$ cat src/rtl/cxu_dispatch.sv
// cxu_dispatch: accepts one CPU CXU command, routes it to the CXU named by cxu_id, returns its result.
// Define CXU_DISPATCH_TIMEOUT_EN to bound the wait on a CXU with an error response after TIMEOUT_CYCLES.
module cxu_dispatch #(
   parameter int unsigned NUM_CXU        = 2,
   parameter logic [31:0] ERR_VALUE      = 32'hFFFF_FFFF,
   parameter int unsigned TIMEOUT_CYCLES = 256,
   localparam int unsigned DATA_W        = 32,
   localparam int unsigned FUNC_W        = 3,
   localparam int unsigned STATE_W       = 3,
   localparam int unsigned ID_W          = 4
) (
   input  logic                        clk,
   input  logic                        reset,
   input  logic                        cmd_valid,
   output logic                        cmd_ready,
   input  logic [FUNC_W-1:0]           cmd_payload_function_id,
   input  logic [DATA_W-1:0]           cmd_payload_inputs_0,
   input  logic [DATA_W-1:0]           cmd_payload_inputs_1,
   input  logic [STATE_W-1:0]          cmd_payload_state_id,
   input  logic [ID_W-1:0]             cmd_payload_cxu_id,
   input  logic                        cmd_payload_ready,
   output logic                        rsp_valid,
   input  logic                        rsp_ready,
   output logic [DATA_W-1:0]           rsp_payload_outputs_0,
   output logic                        rsp_payload_ready,
   output logic [NUM_CXU-1:0]          cxu_cmd_valid,
   input  logic [NUM_CXU-1:0]          cxu_cmd_ready,
   output logic [FUNC_W-1:0]           cxu_cmd_payload_function_id,
   output logic [DATA_W-1:0]           cxu_cmd_payload_inputs_0,
   output logic [DATA_W-1:0]           cxu_cmd_payload_inputs_1,
   output logic [STATE_W-1:0]          cxu_cmd_payload_state_id,
   input  logic [NUM_CXU-1:0]          cxu_rsp_valid,
   output logic [NUM_CXU-1:0]          cxu_rsp_ready,
   input  logic [NUM_CXU*DATA_W-1:0]   cxu_rsp_payload_outputs_0,
   output logic                        busy
);

   typedef enum logic [1:0] {IDLE, ISSUE, WAIT, RESP} state_t;

   state_t               state, state_n;
   logic [ID_W-1:0]      sel, sel_n;
   logic [DATA_W-1:0]    result_n;
   logic [FUNC_W-1:0]    func_n;
   logic [STATE_W-1:0]   sid_n;
   logic [DATA_W-1:0]    in0_n, in1_n;
   logic                 prdy_n;
   logic [NUM_CXU-1:0]   sel_oh_n;
   logic [NUM_CXU-1:0]   cxu_cmd_valid_n, cxu_rsp_ready_n;
   logic                 cmd_ready_n, rsp_valid_n, busy_n;
   logic                 cmd_hs, rsp_hs, expire;
   logic [DATA_W-1:0]    rsp_data;

   // Handshakes only ever involve the selected CXU since the other valid/ready bits are held low.
   assign cmd_hs = |(cxu_cmd_valid & cxu_cmd_ready);
   assign rsp_hs = |(cxu_rsp_valid & cxu_rsp_ready);

   // Result word of the selected CXU.
   always_comb begin
      rsp_data = '0;
      for (int unsigned k = 0; k < NUM_CXU; k++) begin
         if (sel == ID_W'(k)) rsp_data = cxu_rsp_payload_outputs_0[k*DATA_W +: DATA_W];
      end
   end

`ifdef CXU_DISPATCH_TIMEOUT_EN
   localparam int unsigned CNT_W = 16;
   localparam logic [CNT_W-1:0] TMO_LAST = CNT_W'(TIMEOUT_CYCLES - 1);
   logic [CNT_W-1:0] tmo_cnt;

   // Counts cycles spent waiting on the CXU; zero whenever a new command enters ISSUE.
   always_ff @(posedge clk or negedge reset) begin
      if (!reset)                               tmo_cnt <= '0;
      else if (state == IDLE)                   tmo_cnt <= '0;
      else if (state == ISSUE || state == WAIT) tmo_cnt <= tmo_cnt + CNT_W'(1);
   end

   assign expire = (state == ISSUE || state == WAIT) && (tmo_cnt == TMO_LAST);
`else
   localparam int unsigned tmo_cycles_unused = TIMEOUT_CYCLES;
   assign expire = 1'b0;
`endif

   // Next state, latched command fields and next registered outputs.
   always_comb begin
      state_n  = state;
      sel_n    = sel;
      result_n = rsp_payload_outputs_0;
      func_n   = cxu_cmd_payload_function_id;
      sid_n    = cxu_cmd_payload_state_id;
      in0_n    = cxu_cmd_payload_inputs_0;
      in1_n    = cxu_cmd_payload_inputs_1;
      prdy_n   = rsp_payload_ready;

      case (state)
         IDLE: begin
            if (cmd_valid && cmd_ready) begin
               sel_n  = cmd_payload_cxu_id;
               func_n = cmd_payload_function_id;
               sid_n  = cmd_payload_state_id;
               in0_n  = cmd_payload_inputs_0;
               in1_n  = cmd_payload_inputs_1;
               prdy_n = cmd_payload_ready;
               if (32'(cmd_payload_cxu_id) < NUM_CXU) begin
                  state_n = ISSUE;
               end else begin
                  result_n = ERR_VALUE;
                  state_n  = RESP;
               end
            end
         end
         ISSUE: begin
            // A response without the command handshake is dropped.
            if (cmd_hs && rsp_hs) begin
               result_n = rsp_data;
               state_n  = RESP;
            end else if (cmd_hs) begin
               state_n = WAIT;
            end
         end
         WAIT: begin
            if (rsp_hs) begin
               result_n = rsp_data;
               state_n  = RESP;
            end
         end
         RESP: begin
            if (rsp_ready) state_n = IDLE;
         end
         default: state_n = IDLE;
      endcase

      // A response on the expiry cycle has already moved us to RESP and wins.
      if (expire && state_n != RESP) begin
         result_n = ERR_VALUE;
         state_n  = RESP;
      end

      for (int unsigned k = 0; k < NUM_CXU; k++) begin
         sel_oh_n[k] = (sel_n == ID_W'(k));
      end

      cmd_ready_n     = (state_n == IDLE);
      rsp_valid_n     = (state_n == RESP);
      busy_n          = (state_n != IDLE);
      cxu_cmd_valid_n = (state_n == ISSUE) ? sel_oh_n : '0;
      cxu_rsp_ready_n = (state_n == ISSUE || state_n == WAIT) ? sel_oh_n : '0;
   end

   always_ff @(posedge clk or negedge reset) begin
      if (!reset) begin
         state                       <= IDLE;
         sel                         <= '0;
         cmd_ready                   <= 1'b0;
         rsp_valid                   <= 1'b0;
         busy                        <= 1'b0;
         rsp_payload_outputs_0       <= '0;
         rsp_payload_ready           <= 1'b0;
         cxu_cmd_valid               <= '0;
         cxu_rsp_ready               <= '0;
         cxu_cmd_payload_function_id <= '0;
         cxu_cmd_payload_inputs_0    <= '0;
         cxu_cmd_payload_inputs_1    <= '0;
         cxu_cmd_payload_state_id    <= '0;
      end else begin
         state                       <= state_n;
         sel                         <= sel_n;
         cmd_ready                   <= cmd_ready_n;
         rsp_valid                   <= rsp_valid_n;
         busy                        <= busy_n;
         rsp_payload_outputs_0       <= result_n;
         rsp_payload_ready           <= prdy_n;
         cxu_cmd_valid               <= cxu_cmd_valid_n;
         cxu_rsp_ready               <= cxu_rsp_ready_n;
         cxu_cmd_payload_function_id <= func_n;
         cxu_cmd_payload_inputs_0    <= in0_n;
         cxu_cmd_payload_inputs_1    <= in1_n;
         cxu_cmd_payload_state_id    <= sid_n;
      end
   end

endmodule

$ cat config.mk
export PLATFORM = sky130hd
export DESIGN_NAME = cxu_dispatch
export DESIGN_NICKNAME = d
export VERILOG_FILES = /design/src/rtl/cxu_dispatch.sv
export SDC_FILE = /design/constraint.sdc
export NUM_CORES = 1
export LEC_CHECK = 0
export BUFFER_PORTS_ARGS = -buffer_cell sky130_fd_sc_hd__buf_4
export CAP_MARGIN = 20
export CORE_ASPECT_RATIO = 0.75
export CORE_UTILIZATION = 45
export CTS_CLUSTER_DIAMETER = 120
export DETAILED_ROUTE_END_ITERATION = 16
export PLACE_DENSITY = 0.8
export SYNTH_ARGS = -nofsm -noshare
export SYNTH_HDL_FRONTEND = slang
export SYNTH_SLANG_ARGS = --single-unit
export TNS_END_PERCENT = 5
$ cat constraint.sdc
create_clock -name clk -period 2.93 [get_ports clk]
set_input_delay 0.293 -clock clk [delete_from_list [all_inputs] [get_ports clk]]
set_output_delay 0.293 -clock clk [all_outputs]
set_load 0.02 [all_outputs]
==> metrics.txt, run 1 <==
# TYPE chip_impl_metric gauge
chip_impl_metric{name="dp_cells",unit=""} 739
chip_impl_metric{name="synth.distinct_cells",unit=""} 32
chip_impl_metric{name="insertedDiodeCount",unit=""} 0
chip_impl_metric{name="combinationalPowerShare",unit="%"} 50.4
chip_impl_metric{name="slew_viol_final",unit=""} 0
chip_impl_info{name="yosys_most_used_dff",value="sky130_fd_sc_hd__dfrtp_1"} 1
chip_impl_metric{name="dpl.hpwl",unit="microns"} 9520
chip_impl_info{name="timing.setup.critical_path_class",value="reg2reg"} 1
chip_impl_metric{name="switching_share",unit="%"} 36.6
chip_impl_metric{name="numClockSinks",unit=""} 116
chip_impl_metric{name="initial_core_utilization",unit="%"} 46.3
chip_impl_metric{name="wire_per_inst",unit="microns"} 16.7
chip_impl_metric{name="cts_buffer_depth",unit=""} 2
chip_impl_info{name="rsz_0062_raised_after_global_routing",value="false"} 1
chip_impl_metric{name="die_x",unit="microns"} 125
chip_impl_info{name="worst_path_max_delay_cell",value="sky130_fd_sc_hd__dfrtp_1"} 1
chip_impl_info{name="crit_path_cell_trace",value="inv_1 -> ha_1 -> nor3_1 -> a221oi_2 -> nand2_2 -> buf_4 -> mux2_4"} 1
chip_impl_metric{name="crit_fanout",unit=""} 12
chip_impl_metric{name="globalRouteOverflowTotal",unit=""} 0
chip_impl_metric{name="post_cts_resize_count",unit=""} 0
chip_impl_metric{name="synth_seq_area_share",unit="%"} 57.3
chip_impl_info{name="timing.critical_path.to_type",value="flip-flop"} 1
chip_impl_info{name="tritoncts",value="yes"} 1
chip_impl_metric{name="peakVddDrop",unit="V"} 0.000779
chip_impl_metric{name="area_enclosed_by_the_die_boundary",unit="sq um"} 11700
chip_impl_metric{name="grt_use_total",unit="%"} 22.4
chip_impl_metric{name="drtPass1Iterations",unit=""} 5
chip_impl_metric{name="syn_to_final_growth",unit="%"} 53.0
chip_impl_metric{name="synth.avg_cell_area",unit="sq um"} 14.2
chip_impl_metric{name="worst-slew-pin-transition",unit="ns"} 0.749
chip_impl_metric{name="internal-power",unit="mW"} 6.41
chip_impl_metric{name="synth_fp_nets",unit=""} 512
chip_impl_metric{name="cell_area_power_density",unit="nW/um^2"} 1300
chip_impl_metric{name="cp.arrival",unit="ns"} 2.62
chip_impl_metric{name="tns",unit="ns"} 0
chip_impl_metric{name="postSynth.asyncResetShare",unit="%"} 100
chip_impl_metric{name="yosys.area.top_type_share",unit="%"} 57.3
chip_impl_metric{name="detail_route.drc_violations",unit=""} 0
chip_impl_info{name="outcome",value="finished, final reports clean"} 1
chip_impl_info{name="worstSetupStartpointType",value="flip-flop"} 1
chip_impl_metric{name="synth_enable_flop_cells",unit=""} 0
chip_impl_metric{name="fin_worst_skew",unit="ns"} 0.00999
chip_impl_metric{name="htree_levels",unit=""} 4
chip_impl_info{name="yosys-top-cells-area",value="sky130_fd_sc_hd__dfrtp_1 57%, sky130_fd_sc_hd__mux2_2 16%, sky130_fd_sc_hd__mux2_4 8.9%, sky130_fd_sc_hd__a22oi_1 5.0%, sky130_fd_sc_hd__nand2_1 2.6%"} 1
chip_impl_metric{name="cellLeakagePower",unit="nW"} 3.90
chip_impl_metric{name="timing.slew.headroom",unit="%"} 50.1
chip_impl_metric{name="fmax",unit="GHz"} 0.427
chip_impl_info{name="hp-class",value="in2reg"} 1
chip_impl_metric{name="clkSlewWorstSetupHoldPaths",unit="ns"} 0.05
chip_impl_metric{name="finalSetupViolCount",unit=""} 0
chip_impl_metric{name="drtAntennaViolNets",unit=""} 0
chip_impl_info{name="cts-root-buf",value="sky130_fd_sc_hd__clkbuf_16"} 1
chip_impl_metric{name="cts_made_buffers",unit=""} 17
chip_impl_metric{name="clock_power_share",unit="%"} 20.5
chip_impl_metric{name="p_switching",unit="mW"} 3.70
chip_impl_metric{name="seq_power_share",unit="%"} 29.1
chip_impl_metric{name="finalCritPeriodShare",unit="%"} 79.9
chip_impl_metric{name="pin_count",unit=""} 257
chip_impl_metric{name="grt_pass1_wl",unit="microns"} 20300
chip_impl_metric{name="dieHeight",unit="microns"} 93.9
chip_impl_metric{name="synth.yosys.warnings",unit=""} 0
chip_impl_metric{name="netlist_area",unit="sq um"} 5070
chip_impl_metric{name="postRouteWirelength",unit="microns"} 12900
chip_impl_metric{name="cp_slowest_stage_delay",unit="ns"} 0.45
chip_impl_metric{name="finalWorstPathRequiredPeriod",unit="ns"} 2.34
chip_impl_metric{name="layout.filler_cells",unit=""} 805
chip_impl_metric{name="gpl.final_weighted_congestion",unit=""} 0.744
chip_impl_metric{name="final_nets",unit=""} 775
chip_impl_metric{name="drt_initial_violations",unit=""} 179
chip_impl_metric{name="grt_start_max_net_pins",unit=""} 60
chip_impl_metric{name="grt_antenna_before_repair",unit=""} 0
chip_impl_metric{name="grt_pass1_vias",unit=""} 3984
chip_impl_metric{name="post_route_cells_drive_above_1_share",unit="%"} 63.7
chip_impl_metric{name="finalNonFillerCells",unit=""} 771
chip_impl_metric{name="dr_total_vias",unit=""} 3922
chip_impl_metric{name="floorplan.core_area",unit="sq um"} 10900
chip_impl_info{name="synth.largest_area_cell",value="sky130_fd_sc_hd__dfrtp_1"} 1
chip_impl_metric{name="fp-row-count",unit=""} 33
chip_impl_metric{name="synth.ff_latch_count",unit=""} 116
chip_impl_metric{name="post-layout-total-power",unit="mW"} 10.1
chip_impl_metric{name="critPathRequiredTime",unit="ns"} 3.21
chip_impl_metric{name="port_buffers",unit=""} 256
chip_impl_metric{name="maxCapViolations",unit=""} 0
chip_impl_metric{name="drt-vias-per-instance",unit=""} 5.09
chip_impl_metric{name="worstSkewPairLatency",unit="ns"} 0.40
chip_impl_metric{name="finalHoldViolCount",unit=""} 0
chip_impl_metric{name="synthesis.instances",unit=""} 356
==> what timing repair did <==
action | in CTS | in global routing
buffers inserted | 0 | 0
endpoints found under the setup margin | 0 | 0
hold buffers | 1 | 0
endpoints found under the hold margin | 19 | 0
==> registers in the layout, summed over array words and instances (netlist names) <==
register	flops
cxu_cmd_payload_inputs_0	32
rsp_payload_outputs_0	32
rsp_payload_ready	1
cxu_cmd_valid	2
busy	1
rsp_valid	1
cxu_cmd_payload_inputs_1	32
sel	4
cxu_cmd_payload_state_id	3
cxu_cmd_payload_function_id	3
state	2
cmd_ready	1
cxu_rsp_ready	2
==> through the flow <==
stage	setup slack, ns	cell area (sq um)	hold slack [ns]	util (%)
finish	0.589	7750	0.128	70.9
global route	0.510	7750	0.112	70.9
CTS	0.623	7750	0.113	70.9
detailed placement	0.722	7140	0.409	65.3
global placement	0.799	7140	0.388	65.3
floorplan	1.07	5070	-0.00259	-
==> path summary, 6_finish.rpt <==
check                                                    startpoint                                       end  slack [ns]  cells past startpoint
max                                              state[0]$_DFF_PN0_     rsp_payload_outputs_0[30]$_DFFE_PN0P_        0.59                      7
min                                        cmd_payload_inputs_0[19]  cxu_cmd_payload_inputs_0[19]$_DFFE_PN0P_        0.13                      2
max reg2reg                                      state[0]$_DFF_PN0_     rsp_payload_outputs_0[30]$_DFFE_PN0P_        0.59                      7
min reg2reg                cxu_cmd_payload_inputs_0[22]$_DFFE_PN0P_  cxu_cmd_payload_inputs_0[22]$_DFFE_PN0P_        0.51                      1
max in group asynchronous                                     reset                cxu_rsp_ready[1]$_DFF_PN0_        1.63                      3
min in group asynchronous                                     reset      rsp_payload_outputs_0[0]$_DFFE_PN0P_        0.54                      2
==> power groups by stage <==
| stage | Combinational [mW] | Sequential [mW] | Clock, mW |
|---|---|---|---|
| after floorplan | 2.39 | 3.78 | 0 |
| after global placement | 4.97 | 2.89 | 0 |
| after detailed placement | 5.12 | 2.94 | 0 |
| after CTS | 5.14 | 2.94 | 2.11 |
| after global routing | 5.45 | 3.04 | 2.19 |
| final | 5.10 | 2.94 | 2.07 |
==> cell families after synthesis <==
family          share of synthesized area [%]
simple gates                             4.52
buf+inv                                  3.06
mux                                      25.9
fa+ha+maj                                2.22
compound gates                           7.01
flops                                    57.3
==> synth_stat cells (3+ instances only) <==
cell                      count
sky130_fd_sc_hd__dfrtp_1    116
sky130_fd_sc_hd__mux2_2      73
sky130_fd_sc_hd__nand2_1     35
sky130_fd_sc_hd__a22oi_1     34
sky130_fd_sc_hd__mux2_4      30
sky130_fd_sc_hd__buf_2       12
sky130_fd_sc_hd__ha_1         9
sky130_fd_sc_hd__inv_1        7
sky130_fd_sc_hd__mux2i_1      4
sky130_fd_sc_hd__nor2_1       4
sky130_fd_sc_hd__buf_4        3
sky130_fd_sc_hd__buf_6        3
sky130_fd_sc_hd__nand3_1      3
sky130_fd_sc_hd__nor3_1       3
sky130_fd_sc_hd__o21ai_0      3
==> final cells by class <==
cell class                 count  area [sq um]  area share [%]
sequential                   116          2900            37.4
clock inverter                10           130            1.68
tap                          140           175            2.26
inverter                       7          26.3           0.339
clock buffer                  21           470            6.07
timing repair buffer         264          2010            25.9
multi-input combinational    213          2040            26.3
==> per-layer routing <==
metal	track usage (%)	vias to the layer above	share of wire [%]
li1	-	1800	-
met4	9.64	0	1.7
met3	5.87	23	6.0
met2	37.7	157	51
met1	27.6	1942	41
met5	0	-	0
==> worst max-delay path: cells and delay by family (launching register included) <==
kind / cells / cell delay [ns]
adder cells (fa/ha/maj): 1 / 0.30
AND/OR/NAND/NOR: 2 / 0.63
buffers and inverters: 2 / 0.43
multiplexers: 1 / 0.32
AO/OA/AOI/OAI: 1 / 0.08
flip-flops: 1 / 0.45
==> cell usage in the layout, fill, tap and decap left out, drive strengths merged, types with 2 or more instances in the layout <==
cell type | Yosys | routed
buf | 18 | 263
dfrtp | 116 | 116
mux2 | 103 | 103
nand2 | 36 | 36
a22oi | 34 | 34
clkbuf | 1 | 21
ha | 9 | 9
inv | 7 | 7
clkinv | 0 | 5
nor2 | 4 | 4
mux2i | 4 | 4
o21ai | 3 | 3
nor3 | 3 | 3
bufinv | 0 | 3
nand3 | 3 | 3
clkinvlp | 0 | 2
a221oi | 2 | 2
No activity file was read; power rests on OpenSTA's default activity.
==> run 2, diff against run 1 <==
--- a/config.mk
+++ b/config.mk
@@ -8,10 +8,10 @@
 export BUFFER_PORTS_ARGS = -buffer_cell sky130_fd_sc_hd__buf_4
 export CAP_MARGIN = 20
 export CORE_ASPECT_RATIO = 0.75
-export CORE_UTILIZATION = 45
+export CORE_UTILIZATION = 41
 export CTS_CLUSTER_DIAMETER = 120
 export DETAILED_ROUTE_END_ITERATION = 16
-export PLACE_DENSITY = 0.8
+export PLACE_DENSITY = 0.77
 export SYNTH_ARGS = -nofsm -noshare
 export SYNTH_HDL_FRONTEND = slang
 export SYNTH_SLANG_ARGS = --single-unit
==> constraint.sdc (replaced) <==
create_clock -name clk -period 1.9 [get_ports clk]
set_input_delay 0.19 -clock clk [delete_from_list [all_inputs] [get_ports clk]]
set_output_delay 0.19 -clock clk [all_outputs]
set_load 0.02 [all_outputs]
==> run 2 against run 1 <==
Against the previous run: the flow now finishes with violations (setup timing); via count fell by 0.31%; sequential power rose by 52%; combinational power rose by 65%; die area rose by 9.6%; setup slack got worse by 0.64 ns; sequential cell count did not move; first-iteration DRC count fell by 30%; power rose by 60%; clock skew barely moved; sequential share of layout area fell by 1.0 points; maximum frequency rose by 20%; highest routed layer unchanged.
==> metrics.txt, run 2 (synthesis results as in run 1) <==
# TYPE chip_impl_metric gauge
chip_impl_info{name="violations_in_the_final_reports",value="setup timing"} 1
chip_impl_metric{name="worst-slew-pin-transition",unit="ns"} 0.618
chip_impl_metric{name="dr_total_vias",unit=""} 3910
chip_impl_metric{name="finalSetupViolCount",unit=""} 22
chip_impl_metric{name="grt_use_total",unit="%"} 20.3
chip_impl_metric{name="syn_to_final_growth",unit="%"} 57.4
chip_impl_metric{name="detail_route.drc_violations",unit=""} 0
chip_impl_metric{name="postRouteWirelength",unit="microns"} 13100
chip_impl_metric{name="drt-vias-per-instance",unit=""} 4.89
chip_impl_metric{name="cellLeakagePower",unit="nW"} 3.94
chip_impl_metric{name="fmax",unit="GHz"} 0.514
chip_impl_metric{name="combinationalPowerShare",unit="%"} 52.0
chip_impl_metric{name="cts_made_buffers",unit=""} 17
chip_impl_info{name="commonest_cells_after_routing_fill_and_taps_aside",value="263 x sky130_fd_sc_hd__buf_4, 116 x sky130_fd_sc_hd__dfrtp_1, 73 x sky130_fd_sc_hd__mux2_2"} 1
chip_impl_info{name="final_common_cell",value="sky130_fd_sc_hd__buf_4"} 1
chip_impl_metric{name="htree_levels",unit=""} 4
chip_impl_metric{name="grt_pass1_wl",unit="microns"} 19900
chip_impl_metric{name="finalNonFillerCells",unit=""} 800
chip_impl_metric{name="final_nets",unit=""} 781
chip_impl_metric{name="internal-power",unit="mW"} 10.3
chip_impl_info{name="biggest_registers_after_layout",value="cxu_cmd_payload_inputs_0 (32), cxu_cmd_payload_inputs_1 (32), rsp_payload_outputs_0 (32)"} 1
chip_impl_metric{name="p_switching",unit="mW"} 5.86
chip_impl_metric{name="pin_count",unit=""} 257
chip_impl_metric{name="seq_power_share",unit="%"} 27.7
chip_impl_info{name="outcome",value="finished, violations left"} 1
chip_impl_metric{name="worstSkewPairLatency",unit="ns"} 0.40
chip_impl_metric{name="switching_share",unit="%"} 36.3
chip_impl_metric{name="area_enclosed_by_the_die_boundary",unit="sq um"} 12800
chip_impl_metric{name="dp_cells",unit=""} 766
chip_impl_metric{name="numClockSinks",unit=""} 116
chip_impl_metric{name="finalHoldViolCount",unit=""} 0
chip_impl_info{name="hp-class",value="in2reg"} 1
chip_impl_metric{name="finalCritPeriodShare",unit="%"} 102
chip_impl_metric{name="gpl.final_weighted_congestion",unit=""} 0.825
chip_impl_info{name="timing.critical_path.to_type",value="flip-flop"} 1
chip_impl_metric{name="clkSlewWorstSetupHoldPaths",unit="ns"} 0.06
chip_impl_metric{name="post_route_cells_drive_above_1_share",unit="%"} 65.8
chip_impl_info{name="cts-root-buf",value="sky130_fd_sc_hd__clkbuf_16"} 1
chip_impl_metric{name="initial_core_utilization",unit="%"} 42.8
chip_impl_metric{name="cp.arrival",unit="ns"} 2.22
chip_impl_metric{name="dpl.hpwl",unit="microns"} 9440
chip_impl_metric{name="fin_worst_skew",unit="ns"} 0.0104
chip_impl_metric{name="cell_area_power_density",unit="nW/um^2"} 2020
chip_impl_metric{name="cts_buffer_depth",unit=""} 2
chip_impl_metric{name="grt_antenna_before_repair",unit=""} 0
chip_impl_info{name="rsz_0062_raised_after_global_routing",value="true"} 1
chip_impl_metric{name="dieHeight",unit="microns"} 98.3
chip_impl_metric{name="timing.slew.headroom",unit="%"} 58.8
chip_impl_metric{name="drtPass1Iterations",unit=""} 4
chip_impl_metric{name="port_buffers",unit=""} 256
chip_impl_metric{name="drtAntennaViolNets",unit=""} 0
chip_impl_metric{name="insertedDiodeCount",unit=""} 0
chip_impl_metric{name="crit_fanout",unit=""} 20
chip_impl_metric{name="post-place-ws",unit="ns"} -0.114
chip_impl_info{name="worstSetupStartpointType",value="flip-flop"} 1
chip_impl_metric{name="grt_start_max_net_pins",unit=""} 117
chip_impl_metric{name="final_util",unit="%"} 67.4
chip_impl_metric{name="postLayoutSetupSlackWorst",unit="ns"} -0.0466
chip_impl_metric{name="final_area",unit="sq um"} 7980
chip_impl_metric{name="clock_power_share",unit="%"} 20.3
chip_impl_metric{name="globalRouteOverflowTotal",unit=""} 0
chip_impl_metric{name="maxCapViolations",unit=""} 0
chip_impl_metric{name="grt_pass1_vias",unit=""} 4120
chip_impl_metric{name="fp-row-count",unit=""} 34
chip_impl_metric{name="wire_per_inst",unit="microns"} 16.3
chip_impl_info{name="timing.setup.critical_path_class",value="reg2reg"} 1
chip_impl_metric{name="finalWorstPathRequiredPeriod",unit="ns"} 1.95
chip_impl_metric{name="peakVddDrop",unit="V"} 0.00114
chip_impl_metric{name="floorplan.core_area",unit="sq um"} 11800
chip_impl_metric{name="critPathRequiredTime",unit="ns"} 2.17
chip_impl_info{name="tritoncts",value="yes"} 1
chip_impl_metric{name="die_x",unit="microns"} 130
chip_impl_metric{name="slew_viol_final",unit=""} 0
chip_impl_metric{name="post_dp_cell_area",unit="sq um"} 7250
chip_impl_metric{name="drt_initial_violations",unit=""} 125
[run 2: cell count changes in the layout (fill, tap and decap cells not counted), moves of 2 or more]
cell,previous run,this run
sky130_fd_sc_hd__clkbuf_8,3,1
sky130_fd_sc_hd__buf_4,261,263
sky130_fd_sc_hd__inv_1,7,5
sky130_fd_sc_hd__clkinv_2,5,2
sky130_fd_sc_hd__buf_12,2,5
sky130_fd_sc_hd__clkbuf_1,1,5
sky130_fd_sc_hd__ha_4,0,4
sky130_fd_sc_hd__ha_1,9,3
sky130_fd_sc_hd__nor3_2,0,2
sky130_fd_sc_hd__ha_2,0,2
sky130_fd_sc_hd__nor3_1,3,1
[run 2: area by class of cell]
type / instances / area [sq um]
repair buffers: 270 / 2100
clock buffers: 23 / 458
clock inverters: 9 / 153
multi-input cells: 213 / 2130
fillers: 882 / 3850
flip-flops and latches: 116 / 2900
well taps: 162 / 203
inverters: 7 / 31.3
[run 2: power groups by stage]
stage	combinational, mW	sequential (mW)	clock, mW
floorplan	3.69	5.82	0
global placement	7.91	4.43	0
detailed placement	8.17	4.50	0
CTS	8.21	4.48	3.35
global route	8.95	4.64	3.46
finish	8.39	4.48	3.28
[run 2: through the flow]
step / TNS (ns) / hold WS (ns) / power, mW
floorplan: 0 / -0.106 / 9.51
global placement: 0 / 0.319 / 12.3
detailed placement: -0.226 / 0.322 / 12.7
CTS: -0.00663 / 0.000825 / 16.0
global route: -3.85 / 0.000832 / 17.1
finish: -0.780 / 0.0178 / 16.1
[run 2: critical path, cell delays in order, from the launching register on]
cell and delay (ns):
sky130_fd_sc_hd__dfrtp_1 0.35, sky130_fd_sc_hd__buf_4 0.16, sky130_fd_sc_hd__inv_6 0.05, sky130_fd_sc_hd__ha_4 0.17, sky130_fd_sc_hd__nor3_1 0.34, sky130_fd_sc_hd__a221oi_2 0.08, sky130_fd_sc_hd__nand2_2 0.15, sky130_fd_sc_hd__buf_12 0.21
sky130_fd_sc_hd__mux2_4 0.31
[run 2: worst paths after layout]
kind	end	cells after the start	from	slack, ns
setup / recovery	rsp_payload_outputs_0[0]$_DFFE_PN0P_	8	state[1]$_DFF_PN0_	-0.05
hold / removal	cxu_cmd_payload_inputs_1[11]$_DFFE_PN0P_	2	cmd_payload_inputs_1[11]	0.02
setup reg to reg	rsp_payload_outputs_0[0]$_DFFE_PN0P_	8	state[1]$_DFF_PN0_	-0.05
hold reg to reg	cxu_cmd_payload_inputs_0[26]$_DFFE_PN0P_	1	cxu_cmd_payload_inputs_0[26]$_DFFE_PN0P_	0.50
max in group asynchronous	state[0]$_DFF_PN0_	3	reset	1.01
min in group asynchronous	rsp_payload_outputs_0[11]$_DFFE_PN0P_	3	reset	0.42
[run 2: timing repair]
item / in CTS / in global routing
endpoints found under the setup margin: 4 / 36
hold buffers: 1 / 0
pin swaps: 1 / 6
buffers inserted: 0 / 1
hold endpoints to repair: 116 / 0
gates resized for setup: 6 / 16
[run 2: routing by layer]
metal	track usage, %	wire length (microns)	part of all wire, %
met5	0	0	0
met4	8.66	282	2.2
met3	6.08	853	6.5
met2	34.0	6640	51
met1	24.3	5280	40
==> run 3, diff against run 2 <==
--- a/config.mk
+++ b/config.mk
@@ -9,6 +9,7 @@
 export CAP_MARGIN = 20
 export CORE_ASPECT_RATIO = 0.75
 export CORE_UTILIZATION = 41
+export CTS_BUF_LIST = sky130_fd_sc_hd__clkbuf_8 sky130_fd_sc_hd__clkbuf_16
 export CTS_CLUSTER_DIAMETER = 120
 export DETAILED_ROUTE_END_ITERATION = 16
 export PLACE_DENSITY = 0.77
==> run 3 against run 2 <==
Against the previous run: the flow still finishes with violations (setup timing); non-clock buffer count unchanged; critical path depth unchanged; register-to-register slack about the same; sequential cell count unchanged; clock skew decreased by 0.00087 ns; clock-buffer cell count decreased by 5; core utilization unchanged; sequential power about the same; final area unchanged; routed wire length about the same; global-route usage about the same; die area unchanged; largest cell class unchanged; highest routed layer unchanged.
==> metrics.txt, run 3 (synthesis results as in run 1) <==
# TYPE chip_impl_metric gauge
chip_impl_metric{name="critPathRequiredTime",unit="ns"} 2.17
chip_impl_metric{name="grt_pass1_wl",unit="microns"} 19900
chip_impl_metric{name="rrSetupSlack",unit="ns"} -0.06
chip_impl_metric{name="grt_antenna_before_repair",unit=""} 0
chip_impl_metric{name="area_enclosed_by_the_die_boundary",unit="sq um"} 12800
chip_impl_info{name="timing.critical_path.to_type",value="flip-flop"} 1
chip_impl_metric{name="maxCapViolations",unit=""} 0
chip_impl_metric{name="fp-row-count",unit=""} 34
chip_impl_metric{name="initial_core_utilization",unit="%"} 42.8
chip_impl_metric{name="numClockSinks",unit=""} 116
chip_impl_metric{name="cellLeakagePower",unit="nW"} 3.96
chip_impl_info{name="timing.setup.critical_path_class",value="reg2reg"} 1
chip_impl_metric{name="crit_fanout",unit=""} 20
chip_impl_metric{name="slew_viol_final",unit=""} 0
chip_impl_info{name="outcome",value="finished, violations left"} 1
chip_impl_metric{name="postLayoutSetupSlackWorst",unit="ns"} -0.0607
chip_impl_metric{name="htree_levels",unit=""} 4
chip_impl_metric{name="fin_worst_skew",unit="ns"} 0.00958
chip_impl_metric{name="final_nets",unit=""} 781
chip_impl_info{name="tritoncts",value="yes"} 1
chip_impl_metric{name="pin_count",unit=""} 257
chip_impl_metric{name="floorplan.core_area",unit="sq um"} 11800
chip_impl_info{name="worst_setup_path_startpoint",value="state[1]$_DFF_PN0_"} 1
chip_impl_metric{name="final_area",unit="sq um"} 7980
chip_impl_metric{name="cts_buffer_depth",unit=""} 2
chip_impl_metric{name="gpl.final_weighted_congestion",unit=""} 0.825
chip_impl_metric{name="drtAntennaViolNets",unit=""} 0
chip_impl_info{name="cts-root-buf",value="sky130_fd_sc_hd__clkbuf_16"} 1
chip_impl_metric{name="grt_start_max_net_pins",unit=""} 117
chip_impl_metric{name="grt_use_total",unit="%"} 20.3
chip_impl_metric{name="fmax",unit="GHz"} 0.510
chip_impl_metric{name="post_route_cells_drive_above_1_share",unit="%"} 65.8
chip_impl_info{name="violations_in_the_final_reports",value="setup timing"} 1
chip_impl_metric{name="peakVddDrop",unit="V"} 0.00114
chip_impl_metric{name="worstHoldPathCells",unit=""} 2
chip_impl_metric{name="tns",unit="ns"} -1.10
chip_impl_metric{name="worst-slew-pin-transition",unit="ns"} 0.660
chip_impl_metric{name="dr_total_vias",unit=""} 3900
chip_impl_info{name="setup.worst_path.end",value="rsp_payload_outputs_0[0]$_DFFE_PN0P_"} 1
chip_impl_metric{name="globalRouteOverflowTotal",unit=""} 0
chip_impl_metric{name="insertedDiodeCount",unit=""} 0
chip_impl_info{name="worst_path_dominant_cell_family",value="simple AND/OR/NAND/NOR gates"} 1
chip_impl_metric{name="post_dp_cell_area",unit="sq um"} 7250
chip_impl_info{name="hp-class",value="in2reg"} 1
chip_impl_info{name="commonest_cells_after_routing_fill_and_taps_aside",value="263 x sky130_fd_sc_hd__buf_4, 116 x sky130_fd_sc_hd__dfrtp_1, 73 x sky130_fd_sc_hd__mux2_2"} 1
chip_impl_info{name="biggest_registers_after_layout",value="cxu_cmd_payload_inputs_0 (32), cxu_cmd_payload_inputs_1 (32), rsp_payload_outputs_0 (32)"} 1
chip_impl_metric{name="dpl.hpwl",unit="microns"} 9440
chip_impl_info{name="worst_path_max_delay_cell",value="sky130_fd_sc_hd__dfrtp_1"} 1
chip_impl_metric{name="finalHoldViolCount",unit=""} 0
chip_impl_metric{name="die_x",unit="microns"} 130
chip_impl_metric{name="port_buffers",unit=""} 256
chip_impl_metric{name="detail_route.drc_violations",unit=""} 0
chip_impl_metric{name="dieHeight",unit="microns"} 98.3
chip_impl_info{name="crit_path_cell_trace",value="buf_4 -> inv_6 -> ha_4 -> nor3_1 -> a221oi_2 -> nand2_2 -> buf_12 -> mux2_4"} 1
chip_impl_info{name="final_common_cell",value="sky130_fd_sc_hd__buf_4"} 1
chip_impl_info{name="worstSetupStartpointType",value="flip-flop"} 1
chip_impl_metric{name="syn_to_final_growth",unit="%"} 57.4
chip_impl_metric{name="worstRegToRegCells",unit=""} 8
chip_impl_metric{name="wire_per_inst",unit="microns"} 16.3
chip_impl_metric{name="cp_num_cells",unit=""} 8
chip_impl_metric{name="finalSetupViolCount",unit=""} 24
chip_impl_metric{name="drtPass1Iterations",unit=""} 5
chip_impl_metric{name="clkSlewWorstSetupHoldPaths",unit="ns"} 0.05
chip_impl_metric{name="finalWorstPathRequiredPeriod",unit="ns"} 1.96
chip_impl_metric{name="timing.critical_path.buf_inv",unit=""} 3
chip_impl_metric{name="grt_pass1_vias",unit=""} 4124
chip_impl_metric{name="timing.slew.headroom",unit="%"} 56.0
chip_impl_metric{name="cell_area_power_density",unit="nW/um^2"} 2020
chip_impl_metric{name="drt_initial_violations",unit=""} 125
chip_impl_info{name="regToRegStartpoint",value="state[1]$_DFF_PN0_"} 1
chip_impl_metric{name="cts_made_buffers",unit=""} 17
chip_impl_metric{name="drt-vias-per-instance",unit=""} 4.88
chip_impl_metric{name="cp.arrival",unit="ns"} 2.23
chip_impl_info{name="worstReg2RegEnd",value="rsp_payload_outputs_0[0]$_DFFE_PN0P_"} 1
chip_impl_metric{name="worstSkewPairLatency",unit="ns"} 0.40
chip_impl_metric{name="postRouteWirelength",unit="microns"} 13100
chip_impl_metric{name="cp_slowest_stage_delay",unit="ns"} 0.36
chip_impl_metric{name="finalCritPeriodShare",unit="%"} 103
chip_impl_info{name="rsz_0062_raised_after_global_routing",value="true"} 1
-- run 3: final cells by class --
class | count | area [sq um]
multi-input cells | 213 | 2130
fillers | 882 | 3850
inverters | 7 | 31.3
clock buffers | 18 | 439
well taps | 162 | 203
clock inverters | 14 | 171
repair buffers | 270 | 2100
flip-flops and latches | 116 | 2900
-- run 3: power breakdown --
group	total (mW)	switching (mW)	internal, mW
combinational	8.40	4.08	4.32
sequential	4.48	0.733	3.75
clock	3.25	1.05	2.20
total	16.1	5.86	10.3
-- run 3: repair_timing --
item	4_1_cts	5_1_grt
setup buffers	0	1
resized for setup	6	16
endpoints found under the hold margin	116	0
hold buffers	1	0
pin swaps	1	6
endpoints found under the setup margin	4	36
-- run 3: worst reg2reg max path, cell delays in order (launching register included) --
cell and delay, ns:
sky130_fd_sc_hd__dfrtp_1 0.36, sky130_fd_sc_hd__buf_4 0.17, sky130_fd_sc_hd__inv_6 0.05, sky130_fd_sc_hd__ha_4 0.17
sky130_fd_sc_hd__nor3_1 0.34, sky130_fd_sc_hd__a221oi_2 0.08, sky130_fd_sc_hd__nand2_2 0.15, sky130_fd_sc_hd__buf_12 0.21
sky130_fd_sc_hd__mux2_4 0.32
-- run 3: stage by stage --
| step | cells | total power, mW | setup WS, ns | utilization (%) | hold slack [ns] |
|---|---|---|---|---|---|
| 6_report | 800 | 16.1 | -0.0607 | 67.4 | 0.0190 |
| 5_1_grt | 800 | 17.0 | -0.146 | 67.4 | 0.000564 |
| 4_1_cts | 799 | 16.0 | -0.00663 | 66.7 | 0.000651 |
| 3_5_place_dp | 766 | 12.7 | -0.114 | 61.3 | 0.322 |
| 3_3_place_gp | 766 | 12.3 | 0.0373 | 61.3 | 0.319 |
| 2_1_floorplan | 356 | 9.51 | 0.0356 | - | -0.106 |
-- run 3: routing by layer --
| layer | part of all wire [%] | vias up | track usage, % |
|---|---|---|---|
| met5 | 0 | - | 0 |
| met4 | 2.0 | 0 | 8.66 |
| met3 | 6.4 | 25 | 6.08 |
| met2 | 51 | 147 | 34.0 |
| met1 | 41 | 1907 | 24.2 |
| li1 | - | 1821 | - |
-- run 3: how the worst min path moves through the flow --
| stage | from | to |
|---|---|---|
| floorplan | reset | busy$_DFF_PN0_ |
| global placement | reset | rsp_payload_outputs_0[4]$_DFFE_PN0P_ |
| detailed placement | reset | rsp_payload_outputs_0[11]$_DFFE_PN0P_ |
| CTS | cmd_payload_inputs_1[11] | cxu_cmd_payload_inputs_1[11]$_DFFE_PN0P_ |
| global route | cmd_payload_inputs_1[4] | cxu_cmd_payload_inputs_1[4]$_DFFE_PN0P_ |
| finish | cmd_payload_inputs_1[11] | cxu_cmd_payload_inputs_1[11]$_DFFE_PN0P_ |
